--- src/rtl/mult_pkg.sv ---
// Shared definitions for the shift-and-add multiplier and its divider sibling:
// controller state encoding and the iteration-counter width helper.
package mult_pkg;

  typedef enum logic [1:0] {
    ST_IDLE = 2'd0,
    ST_MUL  = 2'd1,
    ST_SIGN = 2'd2,
    ST_DONE = 2'd3
  } mult_state_t;

  // Counter must hold 0..width-1; a 1-bit counter is the floor.
  function automatic int mult_cnt_w(input int width);
    return (width <= 2) ? 1 : $clog2(width);
  endfunction

endpackage

--- src/rtl/twos_magnitude.sv ---
// Splits a two's-complement value into its unsigned magnitude and sign bit.
// The most negative value maps to 2^(WIDTH-1), which still fits unsigned.
module twos_magnitude #(
  parameter int WIDTH = 8
) (
  input  logic [WIDTH-1:0] value,
  output logic [WIDTH-1:0] magnitude,
  output logic             sign
);

  assign sign      = value[WIDTH-1];
  assign magnitude = sign ? (~value + WIDTH'(1)) : value;

endmodule

--- src/rtl/booth_free_multiplier_module.sv ---
// Sequential signed WIDTH x WIDTH multiplier: magnitude shift-and-add, then sign fix.
// Optional MULT_EARLY_TERM_EN ends the add loop once the remaining multiplier bits are zero.
module booth_free_multiplier_module
  import mult_pkg::*;
#(
  parameter int WIDTH = 8
) (
  input  logic                 CLK,
  input  logic                 RSTn,
  input  logic                 Start_Sig,
  input  logic [WIDTH-1:0]     Multiplicand,
  input  logic [WIDTH-1:0]     Multiplier,
  output logic                 Busy_Sig,
  output logic                 Done_Sig,
  output logic [2*WIDTH-1:0]   Product
);

  localparam int CNT_W = mult_cnt_w(WIDTH);
  localparam int PW    = 2 * WIDTH;

  mult_state_t        state_reg;
  logic [WIDTH-1:0]   ma_reg;
  logic [WIDTH-1:0]   mb_reg;
  logic               neg_reg;
  logic [PW-1:0]      acc_reg;
  logic [CNT_W-1:0]   cnt_reg;
  logic               busy_reg;
  logic               done_reg;
  logic [PW-1:0]      product_reg;

  logic [WIDTH-1:0]   operand [2];
  logic [WIDTH-1:0]   mag     [2];
  logic               sign    [2];

  logic [PW-1:0]      addend;
  logic [PW-1:0]      acc_next;
  logic [WIDTH-1:0]   mb_next;
  logic [CNT_W-1:0]   cnt_next;
  logic               last_iter;
  logic               skip_mul;
  logic               neg_next;

  assign operand[0] = Multiplicand;
  assign operand[1] = Multiplier;

  genvar gi;
  generate
    for (gi = 0; gi < 2; gi++) begin : g_mag
      twos_magnitude #(.WIDTH(WIDTH)) u_mag (
        .value     (operand[gi]),
        .magnitude (mag[gi]),
        .sign      (sign[gi])
      );
    end
  endgenerate

  always_comb begin
    addend    = PW'(ma_reg) << cnt_reg;
    acc_next  = mb_reg[0] ? (acc_reg + addend) : acc_reg;
    mb_next   = mb_reg >> 1;
    cnt_next  = cnt_reg + CNT_W'(1);
    last_iter = (cnt_reg == CNT_W'(WIDTH - 1));
    skip_mul  = 1'b0;
`ifdef MULT_EARLY_TERM_EN
    last_iter = last_iter || (mb_next == '0);
    skip_mul  = (mag[1] == '0);
`endif
    // A zero operand never yields a negative result, so no -0 artefacts.
    neg_next  = (sign[0] ^ sign[1]) && (mag[0] != '0) && (mag[1] != '0);
  end

  always_ff @(posedge CLK or negedge RSTn) begin
    if (!RSTn) begin
      state_reg   <= ST_IDLE;
      ma_reg      <= '0;
      mb_reg      <= '0;
      neg_reg     <= 1'b0;
      acc_reg     <= '0;
      cnt_reg     <= '0;
      busy_reg    <= 1'b0;
      done_reg    <= 1'b0;
      product_reg <= '0;
    end else begin
      case (state_reg)
        ST_IDLE: begin
          if (Start_Sig) begin
            ma_reg    <= mag[0];
            mb_reg    <= mag[1];
            neg_reg   <= neg_next;
            acc_reg   <= '0;
            cnt_reg   <= '0;
            busy_reg  <= 1'b1;
            state_reg <= skip_mul ? ST_SIGN : ST_MUL;
          end
        end
        ST_MUL: begin
          acc_reg <= acc_next;
          mb_reg  <= mb_next;
          cnt_reg <= cnt_next;
          if (last_iter) begin
            state_reg <= ST_SIGN;
          end
        end
        ST_SIGN: begin
          product_reg <= neg_reg ? (PW'(0) - acc_reg) : acc_reg;
          done_reg    <= 1'b1;
          state_reg   <= ST_DONE;
        end
        ST_DONE: begin
          done_reg  <= 1'b0;
          busy_reg  <= 1'b0;
          state_reg <= ST_IDLE;
        end
        default: state_reg <= ST_IDLE;
      endcase
    end
  end

  assign Busy_Sig = busy_reg;
  assign Done_Sig = done_reg;
  assign Product  = product_reg;

endmodule

--- config.mk ---
export PLATFORM = sky130hd
export DESIGN_NAME = booth_free_multiplier_module
export DESIGN_NICKNAME = d
export VERILOG_FILES = /design/src/rtl/mult_pkg.sv /design/src/rtl/twos_magnitude.sv /design/src/rtl/booth_free_multiplier_module.sv
export SDC_FILE = /design/constraint.sdc
export NUM_CORES = 1
export LEC_CHECK = 0
export CELL_PAD_IN_SITES_DETAIL_PLACEMENT = 0
export CELL_PAD_IN_SITES_GLOBAL_PLACEMENT = 1
export CORE_MARGIN = 8
export CORE_UTILIZATION = 40
export DETAILED_ROUTE_END_ITERATION = 12
export PLACE_DENSITY_LB_ADDON = 0.1
export SLEW_MARGIN = 20
export SYNTH_ARGS = -nofsm -noshare
export SYNTH_HDL_FRONTEND = slang
export SYNTH_SLANG_ARGS = --single-unit
--- constraint.sdc ---
create_clock -name CLK -period 3.8 [get_ports CLK]
set_input_delay 0.76 -clock CLK [delete_from_list [all_inputs] [get_ports CLK]]
set_output_delay 0.76 -clock CLK [all_outputs]
set_load 0.01 [all_outputs]
* Word-level counts from Yosys, hierarchy flattened
Cells that the tools add are included.
** Storage, ports and cells
- Input port bits :: 19
- Memories kept :: 0
- Memory bits (writable) :: 0
- Output and inout bits :: 18
- Word-level logic and storage cells :: 54
- Bits in latches :: 0
- Memory bits (read-only) :: 0
- Bits in registers :: 56
** Cells by class
- Shift-type cells :: 1
- Eq/ne operators :: 7
- Divide/modulo/power cells :: 0
- $mul :: 0
- Reduce and logical (&&, ||, !) cells :: 13
- Muxes and demuxes :: 16
- Add/subtract/negate cells :: 5
- Bitwise operators :: 3
- Order comparisons :: 0
** Operators by type and width (count)
- 16-bit two-way mux :: 3
- 16-bit one-hot mux with 2 select lines :: 1
- 8-bit two-way mux :: 3
- 16-bit adder :: 1
- 8-bit by 1-bit adder with 8-bit output, second input constant :: 2
- 8-bit inverter :: 2
- 8-bit one-hot mux with 2 select lines :: 1
- 8-bit nonzero test :: 2
- 8-bit by 3-bit << shifter with 16-bit output :: 1
- 1-bit by 16-bit subtractor with 16-bit output, first input constant :: 1
- 2-bit one-hot mux with 4 select lines :: 1
- 2-bit AND reduction :: 4
- 2-bit inequality test, second input constant :: 3
- 3-bit one-hot mux with 2 select lines :: 1
- 2-bit nonzero test :: 3
- 2-bit == test, second input constant :: 2
- 2-bit two-way mux :: 2
- 1-bit one-hot mux with 2 select lines :: 2
- 3-bit by 1-bit adder with 3-bit output, second input constant :: 1
- 3-bit == test, second input constant :: 1
- 3-bit two-way mux :: 1
- 3-bit AND reduction :: 1
- 2-bit by 1-bit == test with 1-bit output, second input constant :: 1
- 1-bit logical AND :: 2
- other kinds (3) :: 3

* Depth between registers and ports, before layout
Gate-level depths: netlist of the first run.
- Word-level depth :: 6
- Depth in mapped cells :: 13
- Gate-level depth less buffers :: 11

* Hierarchy
Synthesis of the first run repeated with hierarchy kept, for this count alone.
** Unflattened totals
- Cells, all modules :: 460
- Area, all modules :: 4032.6 sq um
** Modules (own cells, without submodules)
- booth_free_multiplier_module :: area an instance 3724.8 sq um, cells an instance 416, instances 1, seq. area each 1401.3 sq um
- twos_magnitude :: area an instance 153.9 sq um, cells an instance 22, instances 2, seq. area each 0.0 sq um

* Least setup slack after synthesis of the first run
OpenSTA, ideal clock, no wires.
- Path kind :: reg-to-reg
- Start :: register cnt_reg[1]
- End :: register acc_reg[11]
- Setup slack :: 0.682 ns
- Stages on the path, launching flop included :: 12
- Setup time :: 0.070 ns
- Buffers on the path :: 2
- Clock period less this slack :: 3.118 ns
- Data required time :: 3.730 ns
- Data arrival time :: 3.048 ns
- Path through :: dfrtp_1 clkbuf_1 clkbuf_1 mux2i_1 o21ai_0 and2_1 ha_1 nand4_1 a2111oi_1 nor3_1 or4b_1 nand3_1
** On the way
- Word-level cells in the longest chain between the ends :: 4
** Ends and longest elaborated chain
- start: declaration :: RTL line booth_free_multiplier_module.sv:26 : logic [CNT_W-1:0] cnt_reg;
- start signal: assignment :: RTL line booth_free_multiplier_module.sv:99 : cnt_reg <= cnt_next;
- 8-bit by 3-bit << shifter with 16-bit output :: RTL line booth_free_multiplier_module.sv:58 : addend = PW'(ma_reg) << cnt_reg;
- 16-bit adder :: RTL line booth_free_multiplier_module.sv:59 : acc_next = mb_reg[0] ? (acc_reg + addend) : acc_reg;
- 16-bit two-way mux :: RTL line booth_free_multiplier_module.sv:59
- 16-bit one-hot mux with 2 select lines :: RTL line booth_free_multiplier_module.sv:84 : case (state_reg)
- end signal: assignment :: RTL line booth_free_multiplier_module.sv:97 : acc_reg <= acc_next;
- end: declaration :: RTL line booth_free_multiplier_module.sv:25 : logic [PW-1:0] acc_reg;
Every way passes these cells. The select of a mux whose other input is x is not followed.
A chain may end at the register's enable or synchronous reset.

* Worst setup path after layout of the first run
Ends and elaborated chain as after synthesis.

==> summary.md, run 1 <==
| Metric | Value |
|---|---|
| Largest net degree at the start of global routing | 42 |
| Die Wd | 115.6 um |
| Avg WL per Cell | 14.88 um |
| Worst Setup Start Kind | flip-flop |
| Most frequent CP cell | nand2_1 |
| Leakage | 0.001934 uW |
| Post-synthesis cell area | 3969 um2 |
| Final critical-path required period | 3.262 ns |
| Post-CTS Setup Bufs | 0 |
| Distinct cell type count after synthesis | 55 |
| Clock Skews | 0.01081 ns |
| WL final | slightly above 9 mm |
| Crit-path max FO | 15 |
| Core area | slightly below 10000 um2 |
| Peak supply drop | 0.2193 mV |
| Post-synthesis cell count | 453 |
| FILL cells | 973 |
| Total power | roughly 3400 uW |
| Drt first pass iters | 4 |
| Via density | 5.377 |
| Largest stage delay, worst path | 0.68 ns |
| Total vias in the final route | 3296 |
| Remaining global-route overflow | 0 |
| H-tree depth | 2 |
| Bufs and invs on worst path | 0 |
| CTS tree | done |
| Post_cts resized | 0 |
| I/O pin cnt | 37 |
| Cts bufs inserted | 5 |
| RePlAce Congestion | 0.8465 |
| Crit path arrival time | 3.51 ns |
| Number of port buffers | 36 |
| Critical path's top delay family | simple AND/OR/NAND/NOR gates |
| Die Y-Extent | 115.6 um |
| Fraction of registers with async set or reset after synthesis | 1.000 |
| ANT cells | 0 |
| Drt drc | 0 |
| CTS Buffer Depth | 2 |
| Clock-pin slew on the worst setup and hold paths | 0.11 ns |
| Final number of setup-violating endpoints | 0 |
| Post-synthesis sequential area ratio | 0.3531 |
| Share of post-route cells with drive strength above 1 | 0.07292 |
| Relative slew slack | 0.4272 |
| Setup CP Type | reg2reg |
| DR iter-0 viols | ~140 |
| Top_reg_cell synth | dfrtp_1 |
| Clock sinks | 56 |
| Status | complete, no violations |
| Flops & latches, synth | 56 |
| Max Slew Vio Count | 0 |
| Worst skew pair latency | between 0.3 and 0.4 ns |
| Die Area | 13370 um2 |
| First-pass GRT wire length | 15.68 mm |
| Syn Area/Cell | a little under 9 um2 |
| Net Count, Synth | 498 |
| Final number of hold-violating endpoints | 0 |
| RSZ-0062 raised after global routing | no |
| Slew @ Worst Pin | 0.8592 ns |
| PwrDens | 754.5 nW/um2 |
| CTS root buffer | clkbuf_8 |
| Setup TNS | 0 ns |
| Ys Warns | 0 |
| Count of hold-fix buffers inserted at cts | 0 |
| MaxCap Viol Count | 0 |
| CP Cell Sequence | mux2_2, nand2_1, o21ai_0, nor2_1, a21oi_1, ha_1, nand2_1, a2111oi_2, nor3_1, or4b_1, nand3_1 |
| HPWL after detailed placement | 6.953 mm |
| Layout area overhead | 14.25% |
| EDFF count, synth | 0 |
| Initial Util | 0.4098 |
| Routed Antenna Nets | 0 |
| Crit end category | flip-flop |
| Nets | 524 |
| Initial antenna violation count | 0 |
| Slowest cell on the critical path | dfrtp_1 |
| CP Data Required Time | 4.05 ns |
| Fmax | 0.3066 GHz |
| Cell Rows | 36 |
| HP Class | in2async |
| Period utilization | 0.8584 |
| Total GRT Usage | 0.1450 |
| Number of global-route vias before repair | 3269 |
==> metrics by stage <==
| step | setup slack (ns) | hold WS, ns | std cells | util | instance area, um2 |
|---|---|---|---|---|---|
| final | 0.5379 | 0.3180 | 613 | 0.4682 | 4534 |
| after CTS | 0.3675 | 0.5046 | 612 | 0.4656 | 4509 |
| after detailed placement | 0.3823 | 0.4790 | 604 | 0.4545 | 4402 |
| after global routing | 0.1653 | 0.3175 | 613 | 0.4682 | 4534 |
| after floorplan | 0.6817 | 0.4644 | 453 | - | 3969 |
| after global placement | 0.4645 | 0.4698 | 604 | 0.4545 | 4402 |
==> final timing paths <==
path,cells after the start,slack (ns),to,from
max in group asynchronous,2,2.96,mb_reg[1],RSTn
min in group CLK,2,0.50,Done_Sig,Done_Sig
setup / recovery,11,0.54,acc_reg[11],cnt_reg[1]
hold reg to reg,2,0.50,Done_Sig,Done_Sig
hold / removal,1,0.32,acc_reg[3],RSTn
setup reg to reg,11,0.54,acc_reg[11],cnt_reg[1]
==> synthesized netlist by cell type, drive strengths merged, types with 10 or more instances <==
master,count,share of area
mux2i,12,0.030
o22ai,15,0.024
nor2,33,0.031
a21oi,36,0.045
xor2,18,0.040
clkbuf,19,0.023
xnor2,14,0.031
mux2,13,0.037
ha,25,0.079
nand2,53,0.050
o21ai,38,0.050
nand3,10,0.013
inv,19,0.018
dfrtp,56,0.35
==> placed cells by master, fill, tap and decap left out, drive strengths merged, types with 3 or more instances in the layout <==
| cell type | n |
|---|---|
| dfrtp | 56 |
| nand2 | 53 |
| o21ai | 38 |
| a21oi | 36 |
| clkdlybuf4s50 | 35 |
| nor2 | 33 |
| ha | 25 |
| inv | 19 |
| xor2 | 18 |
| o22ai | 15 |
| xnor2 | 14 |
| mux2 | 13 |
| mux2i | 12 |
| nand3 | 10 |
| a21o | 8 |
| nor3 | 7 |
| nand2b | 6 |
| nor2b | 6 |
| or3 | 6 |
| clkbuf | 6 |
| buf | 6 |
| o31ai | 5 |
| or4 | 5 |
| a31oi | 4 |
| o41ai | 4 |
| and2 | 3 |
| a22oi | 3 |
| nand4 | 3 |
| a2111oi | 3 |
==> kinds of logic (layout without fill, tap and decap cells) <==
logic type,count (synthesis),in the layout,share of synthesized area
and+or+nand+nor,140,140,0.1690
AOI/OAI and AO/OA,132,132,0.2074
DFF,56,56,0.3531
buffers and inverters,42,69,0.04887
xor gates and xnor gates,32,32,0.07062
adders and majority gates,26,26,0.08386
muxes,25,25,0.06715
==> area by class of cell <==
cell class              instances  area (um2)  share of cell area
clock buffers                   6       72.57             0.01600
clock inverters                 2       35.03            0.007726
inverters                      20       75.07             0.01656
multi-input cells             355        2379              0.5246
flip-flops and latches         56        1401              0.3090
well taps                     133       166.4             0.03670
repair buffers                 41       405.4             0.08940
==> power breakdown <==
| part | leakage, uW | internal (uW) | switching, uW |
|---|---|---|---|
| registers | 0.000698 | 836 | 265 |
| logic | 0.00118 | 895 | 1030 |
| clock network | 0.0000552 | 196 | 201 |
| total | 0.00193 | 1930 | 1490 |
==> layer usage <==
metal | share of wire | track usage | vias to the layer above
li1 | - | - | 1682
met1 | 0.48 | 0.1822 | 1554
met2 | 0.47 | 0.2523 | 53
met3 | 0.033 | 0.02137 | 7
met4 | 0.012 | 0.04062 | 0
met5 | 0 | 0 | -
(Power assumes the default switching activity.)
==> run 2, diff against run 1 <==
--- a/config.mk
+++ b/config.mk
@@ -11,7 +11,9 @@
 export CORE_UTILIZATION = 40
 export DETAILED_ROUTE_END_ITERATION = 12
 export PLACE_DENSITY_LB_ADDON = 0.1
+export RECOVER_POWER = 25
 export SLEW_MARGIN = 20
 export SYNTH_ARGS = -nofsm -noshare
 export SYNTH_HDL_FRONTEND = slang
+export SYNTH_HIERARCHICAL = 1
 export SYNTH_SLANG_ARGS = --single-unit
==> run 2 against run 1 <==
Net effect: sequential power is 5% higher; highest routed layer unchanged; largest power group unchanged; register-to-register slack better by 0.15 ns; fmax is 4.8% higher; routed wire length is 5.8% higher; clock skew is 0.0059 ns lower.
==> summary.md, run 2 <==
| Metric | Value |
|---|---|
| Status | complete, no violations |
| Distinct cell type count after synthesis | between 50 and 60 |
| PwrDens | 820.2 nW/um2 |
| Cell Rows | 36 |
| Setup CP Type | reg2reg |
| Clock-pin slew on the worst setup and hold paths | 0.10 ns |
| CP Cell Sequence | mux2_2, nand2_1, o21ai_0, nor2_1, a21oi_1, ha_1, and4_1, o21ai_0, a31oi_1, o311ai_0, o211ai_1 |
| Most common cell after layout, fill and taps aside | dfrtp_1 |
| R2R Setup Slk | 0.69 ns |
| Slew @ Worst Pin | 1.131 ns |
| Synth cell count leaders | dfrtp_1 (56), a21oi_1 (39), nand2_1 (38), nor2_1 (35), o21ai_0 (32) |
| Switching share of power | 0.4625 |
| Max Slew Vio Count | 0 |
| Core area | 9774 um2 |
| WL final | 9.652 mm |
| Crit end category | flip-flop |
| Drt first pass iters | 4 |
| Post-synthesis cell area | 4033 um2 |
| Syn Area/Cell | 8.767 um2 |
| Final critical-path required period | 3.113 ns |
| Clk pwr share | 0.092 |
| Final number of hold-violating endpoints | 0 |
| ANT cells | 0 |
| Peak supply drop | approximately 0.35 mV |
| Setup TNS | 0 ns |
| Flops & latches, synth | 56 |
| Share of post-route cells with drive strength above 1 | 0.07484 |
| Via density | 5.507 |
| Layout area overhead | 13.19% |
| Top-count cell post-synth | dfrtp_1 |
| RSZ-0062 raised after global routing | no |
| Die Y-Extent | 116.4 um |
| CTS Buffer Depth | 2 |
| Hold Crit Endpoint | Done_Sig |
| Die Wd | 116.4 um |
| Hold path depth | 2 |
| Placed inst area | approximately 4500 um2 |
| Count of hold-fix buffers inserted at cts | 0 |
| Most frequent CP cell | o21ai_0 |
| Leakage | 0.001871 uW |
| Top_reg_cell synth | dfrtp_1 |
| Post_cts resized | 0 |
| Ys Warns | 6 |
| First-pass GRT wire length | around 16 mm |
| Initial Util | 0.4126 |
| Worst Setup Start Kind | flip-flop |
| Nets | approximately 520 |
| Bufs and invs on worst path | 0 |
| Switch Pwr | between 1500 and 2000 uW |
| DR iter-0 viols | 331 |
| RePlAce Congestion | 0.8724 |
| R2R Path End | acc_reg[14] |
| Worst Hold Launch | Done_Sig |
| Total vias in the final route | ~3400 |
| Initial antenna violation count | 0 |
| Crit path arrival time | 3.34 ns |
| Largest stage delay, worst path | 0.70 ns |
| Post-synthesis cell count | 460 |
| FILL cells | 988 |
| HPWL after detailed placement | 7.378 mm |
| Avg WL per Cell | roughly 16 um |
| CTS root buffer | clkbuf_8 |
| Relative slew slack | 0.2457 |
| Sequential Power Share | 0.309 |
| Clock sinks | 56 |
| Top-area cell type share of the netlist area | 0.3475 |
| Die Area | 13550 um2 |
| Drt drc | 0 |
| HP Class | reg2reg |
| EDFF count, synth | 0 |
| Largest net degree at the start of global routing | 36 |
| Total GRT Usage | 0.1487 |
| Final number of setup-violating endpoints | 0 |
| Most frequent cells in the layout | dfrtp_1 (56), a21oi_1 (39), nand2_1 (38) |
| Worst R2R Path Depth | 11 |
| Net Count, Synth | between 500 and 600 |
| Number of global-route vias before repair | ~3200 |
| Fraction of registers with async set or reset after synthesis | 1.000 |
| Slowest cell on the critical path | dfrtp_1 |
| Cell-internal power | a little over 2000 uW |
| H-tree depth | 2 |
| Cell taking the most area after synthesis | dfrtp_1 |
| Critical path's top delay family | compound AO/OA/AOI/OAI gates |
| Crit-path max FO | 15 |
| Routed Antenna Nets | 0 |
| Worst reg2reg startpoint | cnt_reg[1] |
| CP Data Required Time | 4.03 ns |
| Number of port buffers | 36 |
| MaxCap Viol Count | 0 |
| Post-synthesis sequential area ratio | 0.3475 |
| CTS tree | done |
| Clock Skews | slightly below 0.005 ns |
| I/O pin cnt | 37 |
| Fmax | around 0.32 GHz |
| Cts bufs inserted | 5 |
| Cell area after layout | 4564 um2 |
| Period utilization | 0.8193 |
| Gate power share | 0.599 |
| Largest cells by area after synthesis | dfrtp_1 (35%), ha_1 (7.4%), a21oi_1 (4.8%) |
| Remaining global-route overflow | 0 |
| Worst skew pair latency | 0.31 ns |
| Post-CTS Setup Bufs | 0 |
## run 2: routing by layer
metal | global-route usage | up-vias | routed length (um)
li1 | - | 1709 | -
met1 | 0.2144 | 1594 | 4881
met2 | 0.2207 | 69 | 4093
met3 | 0.02740 | 9 | 513
met4 | 0.04149 | 0 | 163
met5 | 0 | - | 0
## run 2: worst max path at each step
| stage | from | to | slack [ns] | depth (start not counted) |
|---|---|---|---|---|
| after floorplan | cnt_reg[1] | acc_reg[14] | 0.86 | 12 |
| after global placement | cnt_reg[1] | acc_reg[14] | 0.77 | 11 |
| after detailed placement | cnt_reg[1] | acc_reg[14] | 0.72 | 11 |
| after CTS | cnt_reg[1] | acc_reg[14] | 0.68 | 11 |
| after global routing | cnt_reg[1] | acc_reg[14] | 0.35 | 11 |
| final | cnt_reg[1] | acc_reg[14] | 0.69 | 11 |
## run 2: tightest hold or removal path: cells and delay by family (launching register included)
kind | cells | cell delay [ns]
DFF | 1 | 0.35
and+or+nand+nor | 2 | 0.12
## run 2: cell families (layout without fill, tap and decap cells)
kind of cell    Yosys count  after routing  share of synthesized area
simple gates            140            140                     0.1775
buf+inv                  48             69                    0.04840
xor+xnor                 30             30                    0.06516
flops                    56             56                     0.3475
fa+ha+maj                25             25                    0.07943
compound gates          134            134                     0.2107
mux                      27             27                    0.07136
## run 2: power groups by stage
stage / Sequential (uW) / Clock, uW / Combinational [uW]
detailed placement: 1170 / 0 / 2240
floorplan: 1090 / 0 / 1650
global placement: 1160 / 0 / 2230
finish: 1160 / 345 / 2240
global route: 1210 / 388 / 2520
CTS: 1160 / 365 / 2250
## run 2: final cells by class
class	instances	area, um2	area share
multi-input cells	356	2439	0.5343
clock inverters	1	7.507	0.001645
well taps	133	166.4	0.03646
inverters	20	75.07	0.01645
flip-flops and latches	56	1401	0.3070
clock buffers	7	86.33	0.01891
repair buffers	41	389.1	0.08525
## run 2: stage by stage
step	cells	worst slack (ns)	power, uW	utilization	hold slack [ns]
after floorplan	460	0.8646	2738	-	0.4644
after global placement	606	0.7748	3390	0.4575	0.4792
after detailed placement	606	0.7189	3410	0.4575	0.4936
after CTS	614	0.6833	3772	0.4671	0.4039
after global routing	614	0.3547	4109	0.4670	0.5513
final	614	0.6868	3744	0.4670	0.5163
